### src/rtl/lsu_mem_initiator.sv
// Load/store initiator: one outstanding EXU access driven onto the memory responder port.
// Optional LSU_STAT_EN adds load/store/wait statistics counters.
module lsu_mem_initiator #(
    parameter int unsigned TIMEOUT = 255
) (
    input  logic        clock,
    input  logic        reset,
    input  logic        req_valid,
    output logic        req_ready,
    input  logic        req_store,
    input  logic [63:0] req_addr,
    input  logic [1:0]  req_size,
    input  logic        req_unsigned,
    input  logic [63:0] req_wdata,
    output logic        resp_valid,
    input  logic        resp_ready,
    output logic [63:0] resp_rdata,
    output logic        resp_err,
    output logic        mem_en,
    output logic        mem_rw,
    output logic [63:0] mem_addr,
    output logic [3:0]  mem_len,
    output logic [63:0] mem_wdata,
    input  logic [63:0] mem_rdata,
    input  logic        mem_valid
`ifdef LSU_STAT_EN
    ,
    output logic [31:0] stat_loads,
    output logic [31:0] stat_stores,
    output logic [31:0] stat_wait
`endif
);

    localparam int unsigned DW = 64;
    localparam int unsigned CW = 8;
    localparam logic [CW-1:0] TIMEOUT_C = CW'(TIMEOUT);

    typedef enum logic [1:0] {IDLE, ISSUE, WAIT, RESP} state_e;

    state_e          state_q, state_d;
    logic            req_ready_q, req_ready_d;
    logic            resp_valid_q, resp_valid_d;
    logic [DW-1:0]   resp_rdata_q, resp_rdata_d;
    logic            resp_err_q, resp_err_d;
    logic            mem_en_q, mem_en_d;
    logic            mem_rw_q, mem_rw_d;
    logic [DW-1:0]   mem_addr_q, mem_addr_d;
    logic [3:0]      mem_len_q, mem_len_d;
    logic [DW-1:0]   mem_wdata_q, mem_wdata_d;
    logic [CW-1:0]   cnt_q, cnt_d;
    logic [1:0]      size_q, size_d;
    logic            uns_q, uns_d;
    logic            misaligned_c;
    logic [CW-1:0]   cnt_inc_c;
`ifdef LSU_STAT_EN
    logic [31:0]     stat_loads_q, stat_loads_d;
    logic [31:0]     stat_stores_q, stat_stores_d;
    logic [31:0]     stat_wait_q, stat_wait_d;
`endif

    // Sign/zero extension of LSB-aligned load data to 64 bits.
    function automatic logic [DW-1:0] load_ext(input logic [DW-1:0] d, input logic [1:0] sz,
                                               input logic uns);
        logic [DW-1:0] r;
        case (sz)
            2'd0:    r = uns ? {56'b0, d[7:0]}  : {{56{d[7]}},  d[7:0]};
            2'd1:    r = uns ? {48'b0, d[15:0]} : {{48{d[15]}}, d[15:0]};
            2'd2:    r = uns ? {32'b0, d[31:0]} : {{32{d[31]}}, d[31:0]};
            default: r = d;
        endcase
        return r;
    endfunction

    function automatic logic [DW-1:0] store_mask(input logic [DW-1:0] d, input logic [1:0] sz);
        logic [DW-1:0] r;
        case (sz)
            2'd0:    r = {56'b0, d[7:0]};
            2'd1:    r = {48'b0, d[15:0]};
            2'd2:    r = {32'b0, d[31:0]};
            default: r = d;
        endcase
        return r;
    endfunction

    always_comb begin
        case (req_size)
            2'd0:    misaligned_c = 1'b0;
            2'd1:    misaligned_c = req_addr[0];
            2'd2:    misaligned_c = |req_addr[1:0];
            default: misaligned_c = |req_addr[2:0];
        endcase
    end

    assign cnt_inc_c = cnt_q + CW'(1);

    // Next-state and registered-output logic.
    always_comb begin
        state_d      = state_q;
        resp_valid_d = resp_valid_q;
        resp_rdata_d = resp_rdata_q;
        resp_err_d   = resp_err_q;
        mem_en_d     = mem_en_q;
        mem_rw_d     = mem_rw_q;
        mem_addr_d   = mem_addr_q;
        mem_len_d    = mem_len_q;
        mem_wdata_d  = mem_wdata_q;
        cnt_d        = cnt_q;
        size_d       = size_q;
        uns_d        = uns_q;
`ifdef LSU_STAT_EN
        stat_loads_d  = stat_loads_q;
        stat_stores_d = stat_stores_q;
        stat_wait_d   = (state_q == WAIT) ? stat_wait_q + 32'd1 : stat_wait_q;
`endif
        case (state_q)
            IDLE: begin
                if (req_valid) begin
                    size_d = req_size;
                    uns_d  = req_unsigned;
                    if (misaligned_c) begin
                        state_d      = RESP;
                        resp_valid_d = 1'b1;
                        resp_err_d   = 1'b1;
                        resp_rdata_d = '0;
                    end else begin
                        state_d     = ISSUE;
                        mem_en_d    = 1'b1;
                        mem_rw_d    = req_store;
                        mem_addr_d  = req_addr;
                        mem_len_d   = 4'd1 << req_size;
                        mem_wdata_d = store_mask(req_wdata, req_size);
                    end
                end
            end
            // Responder valid may be stale here, so it is not sampled.
            ISSUE: begin
                state_d = WAIT;
                cnt_d   = '0;
            end
            WAIT: begin
                cnt_d = cnt_inc_c;
                if (mem_valid) begin
                    state_d      = RESP;
                    mem_en_d     = 1'b0;
                    resp_valid_d = 1'b1;
                    resp_err_d   = 1'b0;
                    resp_rdata_d = mem_rw_q ? '0 : load_ext(mem_rdata, size_q, uns_q);
`ifdef LSU_STAT_EN
                    if (mem_rw_q) stat_stores_d = stat_stores_q + 32'd1;
                    else          stat_loads_d  = stat_loads_q + 32'd1;
`endif
                end else if (cnt_inc_c == TIMEOUT_C) begin
                    state_d      = RESP;
                    mem_en_d     = 1'b0;
                    resp_valid_d = 1'b1;
                    resp_err_d   = 1'b1;
                    resp_rdata_d = '0;
                end
            end
            default: begin
                if (resp_ready) begin
                    state_d      = IDLE;
                    resp_valid_d = 1'b0;
                    resp_err_d   = 1'b0;
                    resp_rdata_d = '0;
                end
            end
        endcase
        req_ready_d = (state_d == IDLE);
    end

    always_ff @(posedge clock or negedge reset) begin
        if (!reset) begin
            state_q      <= IDLE;
            req_ready_q  <= 1'b1;
            resp_valid_q <= 1'b0;
            resp_rdata_q <= '0;
            resp_err_q   <= 1'b0;
            mem_en_q     <= 1'b0;
            mem_rw_q     <= 1'b0;
            mem_addr_q   <= '0;
            mem_len_q    <= '0;
            mem_wdata_q  <= '0;
            cnt_q        <= '0;
            size_q       <= '0;
            uns_q        <= 1'b0;
`ifdef LSU_STAT_EN
            stat_loads_q  <= '0;
            stat_stores_q <= '0;
            stat_wait_q   <= '0;
`endif
        end else begin
            state_q      <= state_d;
            req_ready_q  <= req_ready_d;
            resp_valid_q <= resp_valid_d;
            resp_rdata_q <= resp_rdata_d;
            resp_err_q   <= resp_err_d;
            mem_en_q     <= mem_en_d;
            mem_rw_q     <= mem_rw_d;
            mem_addr_q   <= mem_addr_d;
            mem_len_q    <= mem_len_d;
            mem_wdata_q  <= mem_wdata_d;
            cnt_q        <= cnt_d;
            size_q       <= size_d;
            uns_q        <= uns_d;
`ifdef LSU_STAT_EN
            stat_loads_q  <= stat_loads_d;
            stat_stores_q <= stat_stores_d;
            stat_wait_q   <= stat_wait_d;
`endif
        end
    end

    assign req_ready  = req_ready_q;
    assign resp_valid = resp_valid_q;
    assign resp_rdata = resp_rdata_q;
    assign resp_err   = resp_err_q;
    assign mem_en     = mem_en_q;
    assign mem_rw     = mem_rw_q;
    assign mem_addr   = mem_addr_q;
    assign mem_len    = mem_len_q;
    assign mem_wdata  = mem_wdata_q;
`ifdef LSU_STAT_EN
    assign stat_loads  = stat_loads_q;
    assign stat_stores = stat_stores_q;
    assign stat_wait   = stat_wait_q;
`endif

endmodule

### config.mk
export PLATFORM = sky130hd
export DESIGN_NAME = lsu_mem_initiator
export DESIGN_NICKNAME = d
export VERILOG_FILES = /design/src/rtl/lsu_mem_initiator.sv
export SDC_FILE = /design/constraint.sdc
export NUM_CORES = 1
export LEC_CHECK = 0
export CORE_AREA = 2 2 154 156
export DETAILED_ROUTE_END_ITERATION = 7
export DIE_AREA = 0 0 156 158
export MAX_ROUTING_LAYER = met4
export PLACE_DENSITY = 0.77
export RECOVER_POWER = 25
export SETUP_SLACK_MARGIN = 0.1
export SYNTH_ARGS = -nofsm -noshare
export SYNTH_HDL_FRONTEND = slang
export SYNTH_SLANG_ARGS = --single-unit
export TNS_END_PERCENT = 30
### constraint.sdc
create_clock -name clock -period 3.5 [get_ports clock]
set_input_delay 0.525 -clock clock [delete_from_list [all_inputs] [get_ports clock]]
set_output_delay 0.525 -clock clock [all_outputs]
set_load 0.1 [all_outputs]
## Word-level counts from Yosys, hierarchy flattened

Index checks and enable logic that the tools add are counted.

- Reductions and logical operators: 13
- Equal/unequal tests: 11
- Add/subtract/negate cells: 1
- Bitwise gates (word level): 2
- Muxes and demuxes: 33
- Shifts and indexed selects: 1

Operator list:

| cell | number |
|---|---|
| $mux 64 | 9 |
| $pmux 64 s3 | 3 |
| $pmux 8 s2 | 1 |
| $mux 1 | 10 |
| $mux 2 | 5 |
| $pmux 1 s3 | 3 |
| $add 8x1->8 const B | 1 |
| $eq 8x8->1 const B | 1 |
| $logic_not 2->1 | 4 |
| $eq 2x1->1 const B | 3 |
| $eq 2x2->1 const B | 3 |
| $ne 2x2->1 const B | 3 |
| $pmux 2 s3 | 1 |
| $reduce_and 5->1 | 1 |
| $reduce_and 4->1 | 1 |
| $reduce_bool 2->1 | 2 |
| $shl 1x2->4 const A | 1 |
| $ne 3x3->1 const B | 1 |
| $reduce_and 3->1 | 1 |
| $reduce_bool 3->1 | 1 |
| $reduce_or 3->1 | 1 |
| $not 1->1 | 2 |
| $pmux 1 s2 | 1 |
| $reduce_and 2->1 | 1 |
| $reduce_or 2->1 | 1 |

- Input bits: 201
- Word-level logic and storage cells: 74
- Flip-flop bits (word level): 214

## Depth between registers and ports, before layout

- Word-level depth: 6
- Mapped depth: 10
- Gate-level depth less buffers: 7

## Worst setup path before layout

OpenSTA, ideal clock, no wires.

- Path type: reg2reg
- Start point: register state_q[0]
- End point: register resp_rdata_q[10], in the netlist resp_rdata[10]
- Required time: 3367 ps
- Path buffers: 2
- Period minus slack after synthesis: 2064 ps
- Arrival time: 1931 ps
- Setup slack: 1436 ps
- Library setup time: 133 ps
- Stages on the path, launching flop included: 10
- Cell sequence: dfrtp_1 -> inv_1 -> ha_1 -> clkbuf_1 -> o21bai_1 -> a21oi_1 -> nand2_1 -> clkbuf_1 -> a22oi_1 -> o21ai_0

- Longest elaborated chain between the ends: 3
- Elaborated cells on any way between the ends: 10
- Classes of those cells: eq/ne: 5; mux: 1; bitwise: 1; reduce/logical: 3

Ends and longest elaborated chain:

| item | RTL line | source |
|---|---|---|
| start: declaration | 40 | `state_e state_q, state_d;` |
| start signal: assignment | 193 | `state_q <= state_d;` |
| $eq 2x2->1 (tied with other cells) | 115 | `case (state_q)` |
| $ne 3x3->1 (no line) (tied with other cells) | - |  |
| $reduce_and 5->1 (no line) | - |  |
| end signal: assignment | 196 | `resp_rdata_q <= resp_rdata_d;` |
| end: declaration | 43 | `logic [DW-1:0] resp_rdata_q, resp_rdata_d;` |

Several ways; a longest one is shown, not always the timed one.
A chain may end at the register's enable or synchronous reset.

## Worst setup path after layout

- Start point: register state_q[0]
- End point: register resp_rdata_q[4], in the netlist resp_rdata[4]

The elaborated chain is that of the path after synthesis.

==> flow_summary.yaml <==
status:
  result_of_the_run: "finished, violations left"
  violated_checks: "capacitance limit, slew limit"
clocking:
  cts_inserted_buffers: 24
  cts.sinks: 214
  cts_resized: 0
  cts_setup_buffers: 0
  cts-hold-fix-buffers: 0
  ctsRootBufferMaster: "sky130_fd_sc_hd__clkbuf_16"
  clock_insertion_delay_at_the_later_pin_of_the_skew_report_ns: 0.53
  clock_tree.buffer_depth: 3
  clock_tree_from_tritoncts: "built"
  clkSlewWorstSetupHoldPaths_ns: 0.06
  cts-htree-levels: 1
placed_design:
  hpwlAfterDp_microns: 20200
  pre_cts_ws_ns: 0.658
  place_congestion: 0.864
  buffer_ports.inserted: 401
  placed_cell_area_sq_um: 13500
synthesis:
  synth_seq_cells: 214
  yosys.area.top_type: "sky130_fd_sc_hd__dfrtp_1"
  yosys.cell_count.top_type: "sky130_fd_sc_hd__dfrtp_1"
  seq_area_frac_synth_pct: 57.7
  async_reset_ff_share_pct: 100
  synth-edff-count: 0
  synth_cell_types: 54
  synth.cell_area_sq_um: 9280
  netlist_instances: 795
  synthDominantCellAreaShare_pct: 57.4
  syn_avg_cell_area_sq_um: 11.7
  synth-warning-count: 0
  synth_nets: 1002
  ys_top_cells_by_count: "sky130_fd_sc_hd__dfrtp_1, sky130_fd_sc_hd__nand2_1, sky130_fd_sc_hd__mux2_2, sky130_fd_sc_hd__a22o_1, sky130_fd_sc_hd__o21ai_0"
  synth_ff_type: "sky130_fd_sc_hd__dfrtp_1"
  synth_top_cells_by_area: "sky130_fd_sc_hd__dfrtp_1, sky130_fd_sc_hd__mux2_2, sky130_fd_sc_hd__a22o_1"
setup_path:
  crit_start: "state_q[0]$_DFF_PN0_"
  launching_element_type_of_the_critical_path: "flop"
  r2r.worst_path.cells: 8
  path_class: "reg -> reg"
  cp-end-kind: "flop"
  r2r_setup_slack_ns: 0.74
  worst_r2r_startpoint: "state_q[0]$_DFF_PN0_"
  maximum_fanout_along_the_worst_path: 72
  timing.critical_path.arrival_ns: 3.18
  timing.rr.end: "resp_rdata[4]$_DFFE_PN0P_"
  endpoint: "resp_rdata[4]$_DFFE_PN0P_"
  critPathRequiredTime_ns: 3.92
global_route:
  first_pass_grt_wire_length_microns: 45000
  grt.overflow.total: 0
  number_of_antenna_violations_at_the_first_check_in_global_routing: 2
  grt_start_max_net_pins: 104
  grt_pass1_vias: 8289
  total_routing_resource_utilization_after_global_routing_pct: 23.5
final_layout:
  finish.instance_area_sq_um: 14300
  layout.nets: 1379
  post_route_cells_drive_above_1_share_pct: 13.7
  synthToLayoutAreaGrowth_pct: 54.3
sta:
  clock_skew_after_layout_ns: 0.0321
  period_needed_ns: 2.76
  setup-tns-final_ns: 0
  finalWorstSetupSlack_ns: 0.744
  max-slew-margin-rel_pct: -77.1
  hold_viol_final: 0
  fin_crit_sh_pct: 78.7
  timing_worst_slew_pin_value_ns: 2.66
  setup_viol: 0
  final-max-slew-violation-count: 99
  achievable-frequency_mhz: 363
  rsz_0062_raised_after_global_routing: "false"
floorplan:
  top_level_ports: 402
  die_y_microns: 158
  floorplan.die.width_microns: 156
  design.core.area_sq_um: 23100
  floorplan.rows: 56
  initial_utilization_pct: 40.3
  die-area_sq_um: 24600
detailed_routing:
  num_vias: 8009
  post_drt_via_cell_ratio: 5.40
  number_of_nets_with_antenna_violations_after_routing: 0
  detail_route.wl_per_cell_microns: 19.6
  route.final.wire_length_microns: 29000
  drtPass1Iterations: 5
  detail_route.iter0.violations: 430
  remaining_drc_errors: 0
min_path:
  hp-class: "reg -> reg"
job:
  max-cap-violations: 1
routing by layer:
metal	share of wire [%]	global-route usage (%)
met1	39	28.9
met2	48	37.3
met3	9.3	7.09
met4	3.1	8.17
met5	0	-
layout by cell type, fill, tap and decap left out, types with 2 or more instances in the layout:
cell,count
sky130_fd_sc_hd__a2bb2oi_1,16
sky130_fd_sc_hd__clkdlybuf4s50_1,395
sky130_fd_sc_hd__nor2_1,39
sky130_fd_sc_hd__nand4_1,3
sky130_fd_sc_hd__o21ai_0,47
sky130_fd_sc_hd__nor2b_1,2
sky130_fd_sc_hd__a21o_1,2
sky130_fd_sc_hd__ha_1,5
sky130_fd_sc_hd__o21ai_1,6
sky130_fd_sc_hd__and3_1,4
sky130_fd_sc_hd__bufinv_16,2
sky130_fd_sc_hd__nand2_1,125
sky130_fd_sc_hd__a31oi_1,3
sky130_fd_sc_hd__inv_1,13
sky130_fd_sc_hd__o221ai_1,3
sky130_fd_sc_hd__o221ai_2,29
sky130_fd_sc_hd__nor3b_1,3
sky130_fd_sc_hd__o211ai_1,4
sky130_fd_sc_hd__clkbuf_16,24
sky130_fd_sc_hd__clkbuf_1,11
sky130_fd_sc_hd__o31a_1,3
sky130_fd_sc_hd__a22o_1,56
sky130_fd_sc_hd__nand2b_1,3
sky130_fd_sc_hd__a21oi_1,24
sky130_fd_sc_hd__diode_2,2
sky130_fd_sc_hd__mux2_2,74
sky130_fd_sc_hd__o22ai_1,5
sky130_fd_sc_hd__nor3_1,2
sky130_fd_sc_hd__nand3_1,4
sky130_fd_sc_hd__a22oi_1,16
sky130_fd_sc_hd__and2_1,3
sky130_fd_sc_hd__buf_4,14
sky130_fd_sc_hd__buf_12,5
sky130_fd_sc_hd__dfrtp_1,213
sky130_fd_sc_hd__clkbuf_8,6
state kept, by name, summed over array words and instances (netlist names), 2 cells and up:
signal / flops
mem_len: 4
size_q: 2
resp_rdata: 64
cnt_q: 8
state_q: 2
mem_wdata: 64
mem_addr: 64
area by class of cell:
type | instances | area (sq um)
Timing Repair Buffer | 415 | 4160
Tap cell | 290 | 363
Multi-Input combinational cell | 503 | 3580
Clock buffer | 41 | 724
Inverter | 14 | 52.6
Fill cell | 1810 | 8730
Antenna cell | 2 | 5.00
Clock inverter | 3 | 76.3
Sequential cell | 214 | 5360
per-stage QoR:
| step | hold slack [ns] | instances | utilization, % |
|---|---|---|---|
| after floorplan | 0.229 | 795 | - |
| after global placement | 0.473 | 1436 | 58.7 |
| after detailed placement | 0.469 | 1436 | 58.7 |
| after CTS | 0.0770 | 1480 | 62.1 |
| after global routing | 0.503 | 1482 | 62.1 |
| final | 0.489 | 1482 | 62.1 |
critical path, cell delays in order, from the launching register on:
cell	delay, ns
sky130_fd_sc_hd__dfrtp_1	0.42
sky130_fd_sc_hd__inv_1	0.12
sky130_fd_sc_hd__ha_2	0.18
sky130_fd_sc_hd__buf_4	0.60
sky130_fd_sc_hd__nand2_1	0.14
sky130_fd_sc_hd__nor2_1	0.25
sky130_fd_sc_hd__and3_1	0.65
sky130_fd_sc_hd__a22oi_1	0.14
sky130_fd_sc_hd__o21ai_0	0.12
worst min path at each step:
stage | cells past startpoint | from | endpoint
final | 1 | mem_len[3]$_DFFE_PN0P_ | mem_len[3]$_DFFE_PN0P_
after global routing | 1 | mem_len[3]$_DFFE_PN0P_ | mem_len[3]$_DFFE_PN0P_
after CTS | 1 | reset | resp_rdata[24]$_DFFE_PN0P_
after detailed placement | 1 | mem_len[3]$_DFFE_PN0P_ | mem_len[3]$_DFFE_PN0P_
after global placement | 1 | mem_len[3]$_DFFE_PN0P_ | mem_len[3]$_DFFE_PN0P_
after floorplan | 0 | reset | cnt_q[0]$_DFFE_PN0P_
logic make-up after synthesis:
logic type | share of synthesized area (%)
AOI/OAI and AO/OA | 19.6
xor gates and xnor gates | 0.0944
adders and majority gates | 0.809
buffers and inverters | 3.86
DFF | 57.7
muxes | 9.09
and+or+nand+nor | 8.84
Power is not shown: default switching activity piles up to over one toggle a cycle in this logic, so the estimate is an artifact.
